<file path="src/rtl/alu_seq_if.sv">
// Handshake bundle between operand fetch (master) and alu_seq (slave):
// valid/ready request with operands, valid/ready response with result and flags.
interface alu_seq_if #(
  parameter int XLEN = 32
);
  logic            in_valid;
  logic            in_ready;
  logic [XLEN-1:0] scrA;
  logic [XLEN-1:0] scrB;
  logic [3:0]      AluControl;
  logic            out_valid;
  logic            out_ready;
  logic [XLEN-1:0] ALUresult;
  logic [3:0]      Flag;
  logic            illegal;

  modport master (
    output in_valid, scrA, scrB, AluControl, out_ready,
    input  in_ready, out_valid, ALUresult, Flag, illegal
  );

  modport slave (
    input  in_valid, scrA, scrB, AluControl, out_ready,
    output in_ready, out_valid, ALUresult, Flag, illegal
  );
endinterface

</file>
<file path="src/rtl/alu_seq.sv">
// Handshaked ALU: single-cycle ops register straight into the result, op 10
// runs a radix-2 shift-add multiply, one multiplier bit per cycle.
module alu_seq #(
  parameter int XLEN = 32
) (
  input logic      clk,
  input logic      rst_n,
  alu_seq_if.slave bus
);
  localparam int SHW = $clog2(XLEN);
  localparam logic [SHW:0] MUL_CYCLES = (SHW+1)'(XLEN);
  localparam logic [SHW:0] CNT_ONE    = (SHW+1)'(1);

  localparam logic [3:0] OP_ADD  = 4'd0;
  localparam logic [3:0] OP_SUB  = 4'd1;
  localparam logic [3:0] OP_AND  = 4'd2;
  localparam logic [3:0] OP_SLL  = 4'd3;
  localparam logic [3:0] OP_OR   = 4'd4;
  localparam logic [3:0] OP_XOR  = 4'd5;
  localparam logic [3:0] OP_SRL  = 4'd6;
  localparam logic [3:0] OP_SRA  = 4'd7;
  localparam logic [3:0] OP_SLT  = 4'd8;
  localparam logic [3:0] OP_SLTU = 4'd9;
  localparam logic [3:0] OP_MUL  = 4'd10;

  typedef enum logic [1:0] {IDLE, MUL, DONE} state_t;

  state_t          state;
  logic [SHW:0]    count;
  logic [XLEN-1:0] mcand;
  logic [XLEN-1:0] hi;
  logic [XLEN-1:0] lo;
  logic [XLEN-1:0] result_q;
  logic [3:0]      flag_q;
  logic            illegal_q;
  logic            valid_q;

  logic            ready;
  logic            accept;
  logic [SHW-1:0]  shamt;
  logic [XLEN:0]   sum;
  logic [XLEN-1:0] diff;
  logic [XLEN-1:0] alu_res;
  logic            alu_carry;
  logic            alu_ovf;
  logic            alu_ill;
  logic [3:0]      alu_flag;
  logic [XLEN:0]   mul_sum;

  assign ready  = (state == IDLE) || (state == DONE && bus.out_ready);
  assign accept = bus.in_valid && ready;
  assign shamt  = bus.scrB[SHW-1:0];

  always_comb begin
    sum       = {1'b0, bus.scrA} + {1'b0, bus.scrB};
    diff      = bus.scrA - bus.scrB;
    alu_res   = '0;
    alu_carry = 1'b0;
    alu_ovf   = 1'b0;
    alu_ill   = 1'b0;
    case (bus.AluControl)
      OP_ADD: begin
        alu_res   = sum[XLEN-1:0];
        alu_carry = sum[XLEN];
        alu_ovf   = (bus.scrA[XLEN-1] == bus.scrB[XLEN-1]) && (sum[XLEN-1] != bus.scrA[XLEN-1]);
      end
      OP_SUB: begin
        alu_res   = diff;
        alu_carry = bus.scrA < bus.scrB;
        alu_ovf   = (bus.scrA[XLEN-1] != bus.scrB[XLEN-1]) && (diff[XLEN-1] != bus.scrA[XLEN-1]);
      end
      OP_AND:  alu_res = bus.scrA & bus.scrB;
      OP_SLL:  alu_res = bus.scrA << shamt;
      OP_OR:   alu_res = bus.scrA | bus.scrB;
      OP_XOR:  alu_res = bus.scrA ^ bus.scrB;
      OP_SRL:  alu_res = bus.scrA >> shamt;
      OP_SRA:  alu_res = XLEN'($signed(bus.scrA) >>> shamt);
      OP_SLT:  alu_res = {{(XLEN-1){1'b0}}, ($signed(bus.scrA) < $signed(bus.scrB))};
      OP_SLTU: alu_res = {{(XLEN-1){1'b0}}, (bus.scrA < bus.scrB)};
      OP_MUL:  alu_res = '0;
      default: alu_ill = 1'b1;
    endcase
    alu_flag = alu_ill ? 4'b0000 : {alu_ovf, alu_carry, alu_res[XLEN-1], (alu_res == '0)};
  end

  // hi:lo holds the running product; lo doubles as the multiplier shift register.
  assign mul_sum = {1'b0, hi} + (lo[0] ? {1'b0, mcand} : '0);

  always_ff @(posedge clk) begin
    if (!rst_n) begin
      state     <= IDLE;
      count     <= '0;
      mcand     <= '0;
      hi        <= '0;
      lo        <= '0;
      result_q  <= '0;
      flag_q    <= '0;
      illegal_q <= 1'b0;
      valid_q   <= 1'b0;
    end else if (accept) begin
      if (bus.AluControl == OP_MUL) begin
        mcand   <= bus.scrA;
        lo      <= bus.scrB;
        hi      <= '0;
        count   <= MUL_CYCLES;
        valid_q <= 1'b0;
        state   <= MUL;
      end else begin
        result_q  <= alu_res;
        flag_q    <= alu_flag;
        illegal_q <= alu_ill;
        valid_q   <= 1'b1;
        state     <= DONE;
      end
    end else begin
      case (state)
        MUL: begin
          if (count != '0) begin
            hi    <= mul_sum[XLEN:1];
            lo    <= {mul_sum[0], lo[XLEN-1:1]};
            count <= count - CNT_ONE;
          end else begin
            result_q  <= lo;
            flag_q    <= {1'b0, (hi != '0), lo[XLEN-1], (lo == '0)};
            illegal_q <= 1'b0;
            valid_q   <= 1'b1;
            state     <= DONE;
          end
        end
        DONE: begin
          if (bus.out_ready) begin
            valid_q <= 1'b0;
            state   <= IDLE;
          end
        end
        default: ;
      endcase
    end
  end

  assign bus.in_ready  = ready;
  assign bus.out_valid = valid_q;
  assign bus.ALUresult = result_q;
  assign bus.Flag      = flag_q;
  assign bus.illegal   = illegal_q;
endmodule
</file>
<file path="src/flat_wrapper.sv">
// flat-port wrapper written by rule: the top's interface ports become plain ports
module alu_seq_flat 
#(
  parameter int XLEN = 32
)
  (clk, rst_n, bus_in_valid, bus_scrA, bus_scrB, bus_AluControl, bus_out_ready, bus_in_ready, bus_out_valid, bus_ALUresult, bus_Flag, bus_illegal);
  alu_seq_if #(.XLEN(XLEN)) bus_i ();
  input logic clk;
  input logic rst_n;
  input wire logic [$bits(bus_i.in_valid)-1:0] bus_in_valid;
  input wire logic [$bits(bus_i.scrA)-1:0] bus_scrA;
  input wire logic [$bits(bus_i.scrB)-1:0] bus_scrB;
  input wire logic [$bits(bus_i.AluControl)-1:0] bus_AluControl;
  input wire logic [$bits(bus_i.out_ready)-1:0] bus_out_ready;
  output wire logic [$bits(bus_i.in_ready)-1:0] bus_in_ready;
  output wire logic [$bits(bus_i.out_valid)-1:0] bus_out_valid;
  output wire logic [$bits(bus_i.ALUresult)-1:0] bus_ALUresult;
  output wire logic [$bits(bus_i.Flag)-1:0] bus_Flag;
  output wire logic [$bits(bus_i.illegal)-1:0] bus_illegal;
  assign bus_i.in_valid = bus_in_valid;
  assign bus_i.scrA = bus_scrA;
  assign bus_i.scrB = bus_scrB;
  assign bus_i.AluControl = bus_AluControl;
  assign bus_i.out_ready = bus_out_ready;
  assign bus_in_ready = bus_i.in_ready;
  assign bus_out_valid = bus_i.out_valid;
  assign bus_ALUresult = bus_i.ALUresult;
  assign bus_Flag = bus_i.Flag;
  assign bus_illegal = bus_i.illegal;
  alu_seq #(.XLEN(XLEN)) u_core (.clk(clk), .rst_n(rst_n), .bus(bus_i));
endmodule
</file>
<file path="config.mk">
export PLATFORM = sky130hd
export DESIGN_NAME = alu_seq_flat
export DESIGN_NICKNAME = d
export VERILOG_FILES = /design/src/rtl/alu_seq_if.sv /design/src/rtl/alu_seq.sv /design/src/flat_wrapper.sv
export SDC_FILE = /design/constraint.sdc
export NUM_CORES = 1
export LEC_CHECK = 0
export ABC_AREA = 0
export CAP_MARGIN = 20
export CORE_MARGIN = 3
export CORE_UTILIZATION = 35
export CTS_CLUSTER_SIZE = 12
export DETAILED_ROUTE_END_ITERATION = 10
export HOLD_SLACK_MARGIN = 0.05
export PLACE_DENSITY = 0.56
export SLEW_MARGIN = 10
export SYNTH_ARGS = -nofsm -noshare
export SYNTH_HDL_FRONTEND = slang
export SYNTH_SLANG_ARGS = --single-unit
</file>
<file path="constraint.sdc">
create_clock -name clk -period 15.7 [get_ports clk]
set_clock_uncertainty 0.2 [all_clocks]
set_input_delay 3.14 -clock clk [delete_from_list [all_inputs] [get_ports clk]]
set_output_delay 3.14 -clock clk [all_outputs]
set_load 0.05 [all_outputs]
</file>
==> results of run 1 <==
==> cell families (layout without fill, tap and decap cells) <==
family / count (synthesis) / count (layout) / synth area share (%)
buffers and inverters: 311 / 317 / 7.60
DFF: 141 / 141 / 16.2
muxes: 138 / 138 / 11.1
xor gates and xnor gates: 36 / 36 / 1.81
other: 0 / 2 / 0
adders and majority gates: 137 / 137 / 9.96
and+or+nand+nor: 805 / 805 / 22.1
AOI/OAI and AO/OA: 817 / 817 / 31.2
==> through the flow <==
step	area [µm²]	utilization (%)	instances	hold WS (ps)	setup slack, ps
finish	19600	39.9	3057	251	7310
global route	19500	39.8	3055	276	7010
CTS	19500	39.8	3055	253	7530
detailed placement	18900	38.6	3023	244	7070
global placement	18900	38.6	3023	241	7110
floorplan	17400	-	2385	232	8490
==> final timing paths <==
path                                        from            endpoint  slack [ps]  depth (start not counted)
worst max-delay path                bus_scrA[10]  u_core.bus.Flag[0]        7310                         14
worst min-delay path            u_core.mcand[21]    u_core.mcand[21]         250                          2
worst max register to register      u_core.lo[0]       u_core.hi[30]       11370                         15
worst min register to register  u_core.mcand[21]    u_core.mcand[21]         250                          2
==> cell usage in the layout, fill, tap and decap left out, drive strengths merged, types with 15 or more instances in the layout <==
cell,count
or2,15
o221ai,25
nor2,208
a22oi,32
and2,43
o31ai,16
a211o,17
o21bai,15
nand2b,23
dfxtp,141
mux2,35
nor3,51
a31oi,40
mux4,36
ha,134
o22ai,20
a21o,42
o21ai,173
buf,58
inv,128
nor2b,20
nor4,31
nand3,59
a211oi,32
and3,19
o211ai,36
mux2i,67
xnor2,27
nand4,28
a21oi,228
clkbuf,19
nand2,252
clkdlybuf4s50,104
a221oi,19
==> power breakdown <==
part | internal (mW) | total [mW] | switching [mW]
Clock | 0.258 | 0.435 | 0.176
Sequential | 0.373 | 0.384 | 0.0110
Combinational | 0.188 | 0.574 | 0.386
Total | 0.820 | 1.39 | 0.573
==> cell type report <==
class,count,area (µm²),area share [%]
Clock inverter,13,179,0.915
Tap cell,664,831,4.25
Inverter,123,462,2.36
Timing Repair Buffer,162,1470,7.50
Clock buffer,19,443,2.27
Antenna cell,2,5.00,0.0256
Multi-Input combinational cell,1933,13300,68.2
Sequential cell,141,2820,14.4
==> critical path: stages <==
cell and delay [ps]:
clkdlybuf4s50_1 960, inv_1 100, ha_1 530, a21oi_1 160
o21ai_0 430, a31oi_1 280, and3b_1 300, a211oi_1 750
o21ai_0 350, a211oi_1 380, o311ai_0 300, nor4_1 370
nand4_1 210, o41ai_2 260
==> flip-flops by register name, indices dropped and copies added, names as in the netlist <==
register,cells
u_core.bus.out_valid,1
u_core.mcand,32
u_core.lo,32
u_core.hi,32
u_core.bus.illegal,1
u_core.count,6
u_core.bus.Flag,4
u_core.bus.ALUresult,32
u_core.state,1
==> layer usage <==
metal,global-route usage (%),wire length (µm),up-vias
met3,7.13,8120,167
met1,42.7,37000,9579
met5,0,11,-
met4,12.8,3850,2
met2,44.0,34600,1068
li1,-,-,8849
==> flow_summary.ini, run 1 <==
[clock_network]
cts.sinks = 141
cts_root_buffer = clkbuf_16
clk_latency_ps = 440
cts_setup_buffers = 0
cts_max_path_buffers = 2
path_clk_slew_ps = 60
cts-resized-gates = 0
cts_buffers = 17
hold_buffers = 0
h-tree-depth = 4
cts_tree = done

[route]
drt_iter0_drc = 2382
drc = 0
firstDrtPassIters = 7
vias = 19665
drt_wl_total_um = 83600
ant_nets = 0
vias_per_cell = 6.43
wl_per_cell_um = 27.3

[timing]
max_freq_ghz = 0.119
worst_pin_slew_ps = 1160
rsz0062_at_grt = false
fin_crit_sh_pct = 53.4
drv_slew = 0
maxSlewHeadroom_pct = 21.9
setup_tns_ps = 0
hold_violations = 0
setup_viol = 0
min_period_ps = 8390

[die]
die_y_um = 229
die-area_mm2 = 0.0526
core_mm2 = 0.0491
rows = 81
die_w_um = 229
pin_count = 111
initial_core_util_pct = 35.6

[global_route]
grt_pass1_vias = 18134
grt_use_total_pct = 30.3
grt_max_degree = 73
grt.overflow.total = 0
grt_pass1_wl_um = 122000
antenna_found_initial = 1

[worst_setup_path]
crit_fanout = 15
cp.arrival_ps = 8530
crit_type = in2reg
critPathLaunchType = primary input
cp-end-kind = register
worstPathRequired_ps = 15840

[synth]
yosys.area.top_type = dfxtp_1
ys_async_sr_fraction_pct = 0
yosysMostFrequentCell = nand2_1
synth_area_leaders = dfxtp_1 (16%), ha_1 (9.6%), a21oi_1 (6.5%), nand2_1 (5.4%), o21ai_0 (4.9%)
postSynthCellCount = 2385
synth_edf_count = 0
synth_area_mm2 = 0.0174
synth_nets = 2594
netlist-cell-type-count = 104
yosys_register_bits = 141
avgSynthCellArea_um2 = 7.31
yosysWarnings = 0
yosysSeqAreaShare_pct = 16.2
synth_commonest_cells = nand2_1 (252), a21oi_1 (227), nor2_1 (206)
ys.flop_type = dfxtp_1
yosysTopAreaCellShare_pct = 16.2

[power_and_ir_drop]
p_total_mw = 1.39
p_leak_nw = 7.88
peakVddDrop_uv = 63.8
power_per_cell_area_mw_per_mm2 = 71.3

[placement]
dp_hpwl_um = 63400
portBuffers = 110
gp_congestion = 1.11

[final_layout]
fillerInstances = 5170
nets = 2587
area_growth_pct = 12.1
drive_above_1_share_pct = 8.57

[flow_run]
max-cap-violations = 0

[worst_hold_path]
hp-class = reg2reg

[run_status]
status = complete, no violations
Power figures use the tool's default switching activity.
==> run 2, diff against run 1 <==
Clock period 15.7 ns to 7.82 ns, I/O delays scaled along.
==> run 2 against run 1 <==
Against the previous run: routed wire length is 2.7% higher; die area stayed put; setup slack lost 5800 ps; sequential share of layout area down 0.091 points; register-to-register slack worse by 8000 ps; critical endpoint unchanged; critical path type unchanged; critical path depth is the same; sequential cell count unchanged; power up 98%.
==> flow_summary.ini, run 2 (synthesis gave the netlist of run 1 again) <==
[run_status]
status = complete, no violations

[global_route]
grt.overflow.total = 0
grt_pass1_wl_um = 125000
grt_max_degree = 68
grt_pass1_vias = 18147
antenna_found_initial = 2
grt_use_total_pct = 31.3

[worst_setup_path]
rr_worst_depth = 15
critPathLaunchType = primary input
cp-end-kind = register
rrSetupSlack_ps = 3390
timing.rr.start = u_core.lo[0]
reg2reg_to = u_core.hi[30]
worstPathRequired_ps = 7960
crit_type = in2reg
cp.arrival_ps = 6460
crit_fanout = 9

[power_and_ir_drop]
peakVddDrop_uv = 148
p_int_mw = 1.61
pwr-share-seq_pct = 28.0
clockPowerShare_pct = 29.8
p_total_mw = 2.76
p_leak_nw = 7.97
p_comb_share_pct = 42.1
switching_share_pct = 41.5
power.switching_mw = 1.14
power_per_cell_area_mw_per_mm2 = 140

[die]
die-area_mm2 = 0.0526
die_y_um = 229
rows = 81
die_w_um = 229
core_mm2 = 0.0491
pin_count = 111
initial_core_util_pct = 35.6

[final_layout]
final_cell_mix = nand2_1 (251), a21oi_1 (227), nor2_1 (205), o21ai_0 (171), dfxtp_1 (141)
area_growth_pct = 12.8
layout.cells.most_common = nand2_1
final_area_mm2 = 0.0197
nets = 2606
drive_above_1_share_pct = 9.29

[timing]
drv_slew = 0
holdWs_ps = 251
worst_pin_slew_ps = 1080
setup_tns_ps = 0
rsz0062_at_grt = false
setup_viol = 0
maxSlewHeadroom_pct = 27.7
fin_crit_sh_pct = 80.8
min_period_ps = 6320
hold_violations = 0
max_freq_ghz = 0.158

[placement]
portBuffers = 110
placed_cell_area_mm2 = 0.0191
gp_congestion = 1.07
dp_hpwl_um = 66600

[clock_network]
cts_tree = done
h-tree-depth = 4
cts.sinks = 141
cts_root_buffer = clkbuf_16
hold_buffers = 0
cts_max_path_buffers = 2
cts-resized-gates = 0
cts_buffers = 17
path_clk_slew_ps = 60
cts_setup_buffers = 0
clk_latency_ps = 440

[flow_run]
max-cap-violations = 0

[route]
vias = 19896
ant_nets = 0
wl_per_cell_um = 27.9
drc = 0
vias_per_cell = 6.47
firstDrtPassIters = 8
drt_wl_total_um = 85900
drt_iter0_drc = 2630

[worst_hold_path]
worstHoldEndpoint = u_core.mcand[30]
whs_path_depth = 2
hp-class = reg2reg
hold_start = u_core.mcand[30]
-- run 2: cell count changes in the layout (fill, tap and decap cells not counted), sizes merged --
cell	previous run	this run
clkinv	4	8
clkbuf	19	20
inv	128	125
bufinv	3	2
diode	2	1
buf	58	76
-- run 2: worst max-delay path by stage --
stage / startpoint / endpoint / slack, ps / cells after the start
detailed placement: bus_scrA[1] / u_core.bus.Flag[0] / 1290 / 15
floorplan: bus_scrB[1] / u_core.bus.Flag[0] / 2180 / 16
CTS: bus_scrA[1] / u_core.bus.Flag[0] / 1740 / 15
finish: bus_scrB[8] / u_core.bus.Flag[0] / 1500 / 14
global route: bus_scrA[1] / u_core.bus.Flag[0] / 1380 / 15
global placement: bus_scrA[6] / u_core.bus.Flag[0] / 1330 / 15
-- run 2: area by class of cell --
type	count	area, µm²
fillers	5223	29400
multi-input cells	1933	13300
flip-flops and latches	141	2820
repair buffers	181	1630
well taps	664	831
inverters	123	462
clock buffers	19	443
clock inverters	13	140
diodes	1	2.50
-- run 2: through the flow --
stage / util [%] / std cells / setup slack [ps]
floorplan: - / 2385 / 2180
CTS: 40.1 / 3073 / 1740
finish: 40.1 / 3075 / 1500
global placement: 38.9 / 3041 / 1330
global route: 40.1 / 3074 / 1380
detailed placement: 38.9 / 3041 / 1290
-- run 2: power by group through the flow --
stage	clock network, mW	logic (mW)	registers, mW
3_5_place_dp	0	1.12	0.787
4_1_cts	0.839	1.13	0.772
6_report	0.822	1.16	0.772
5_1_grt	0.863	1.22	0.775
3_3_place_gp	0	1.12	0.787
2_1_floorplan	0	0.629	0.863
-- run 2: worst max-delay path: stages --
cell and delay, ps:
clkdlybuf4s50_1 730, inv_1 130, ha_1 460, nor4_1 610, nand2_1 150, a211o_1 340, a31oi_1 320, nor2_1 170
o41ai_1 740, o211a_1 260, nor2_1 50, nor3_1 470, nand4_1 210, o41ai_2 240
-- run 2: metal layers --
metal	part of all wire [%]	GRT usage, %
met5	0	0
met4	4.0	11.2
met3	9.7	6.59
met2	42	45.6
met1	45	45.4
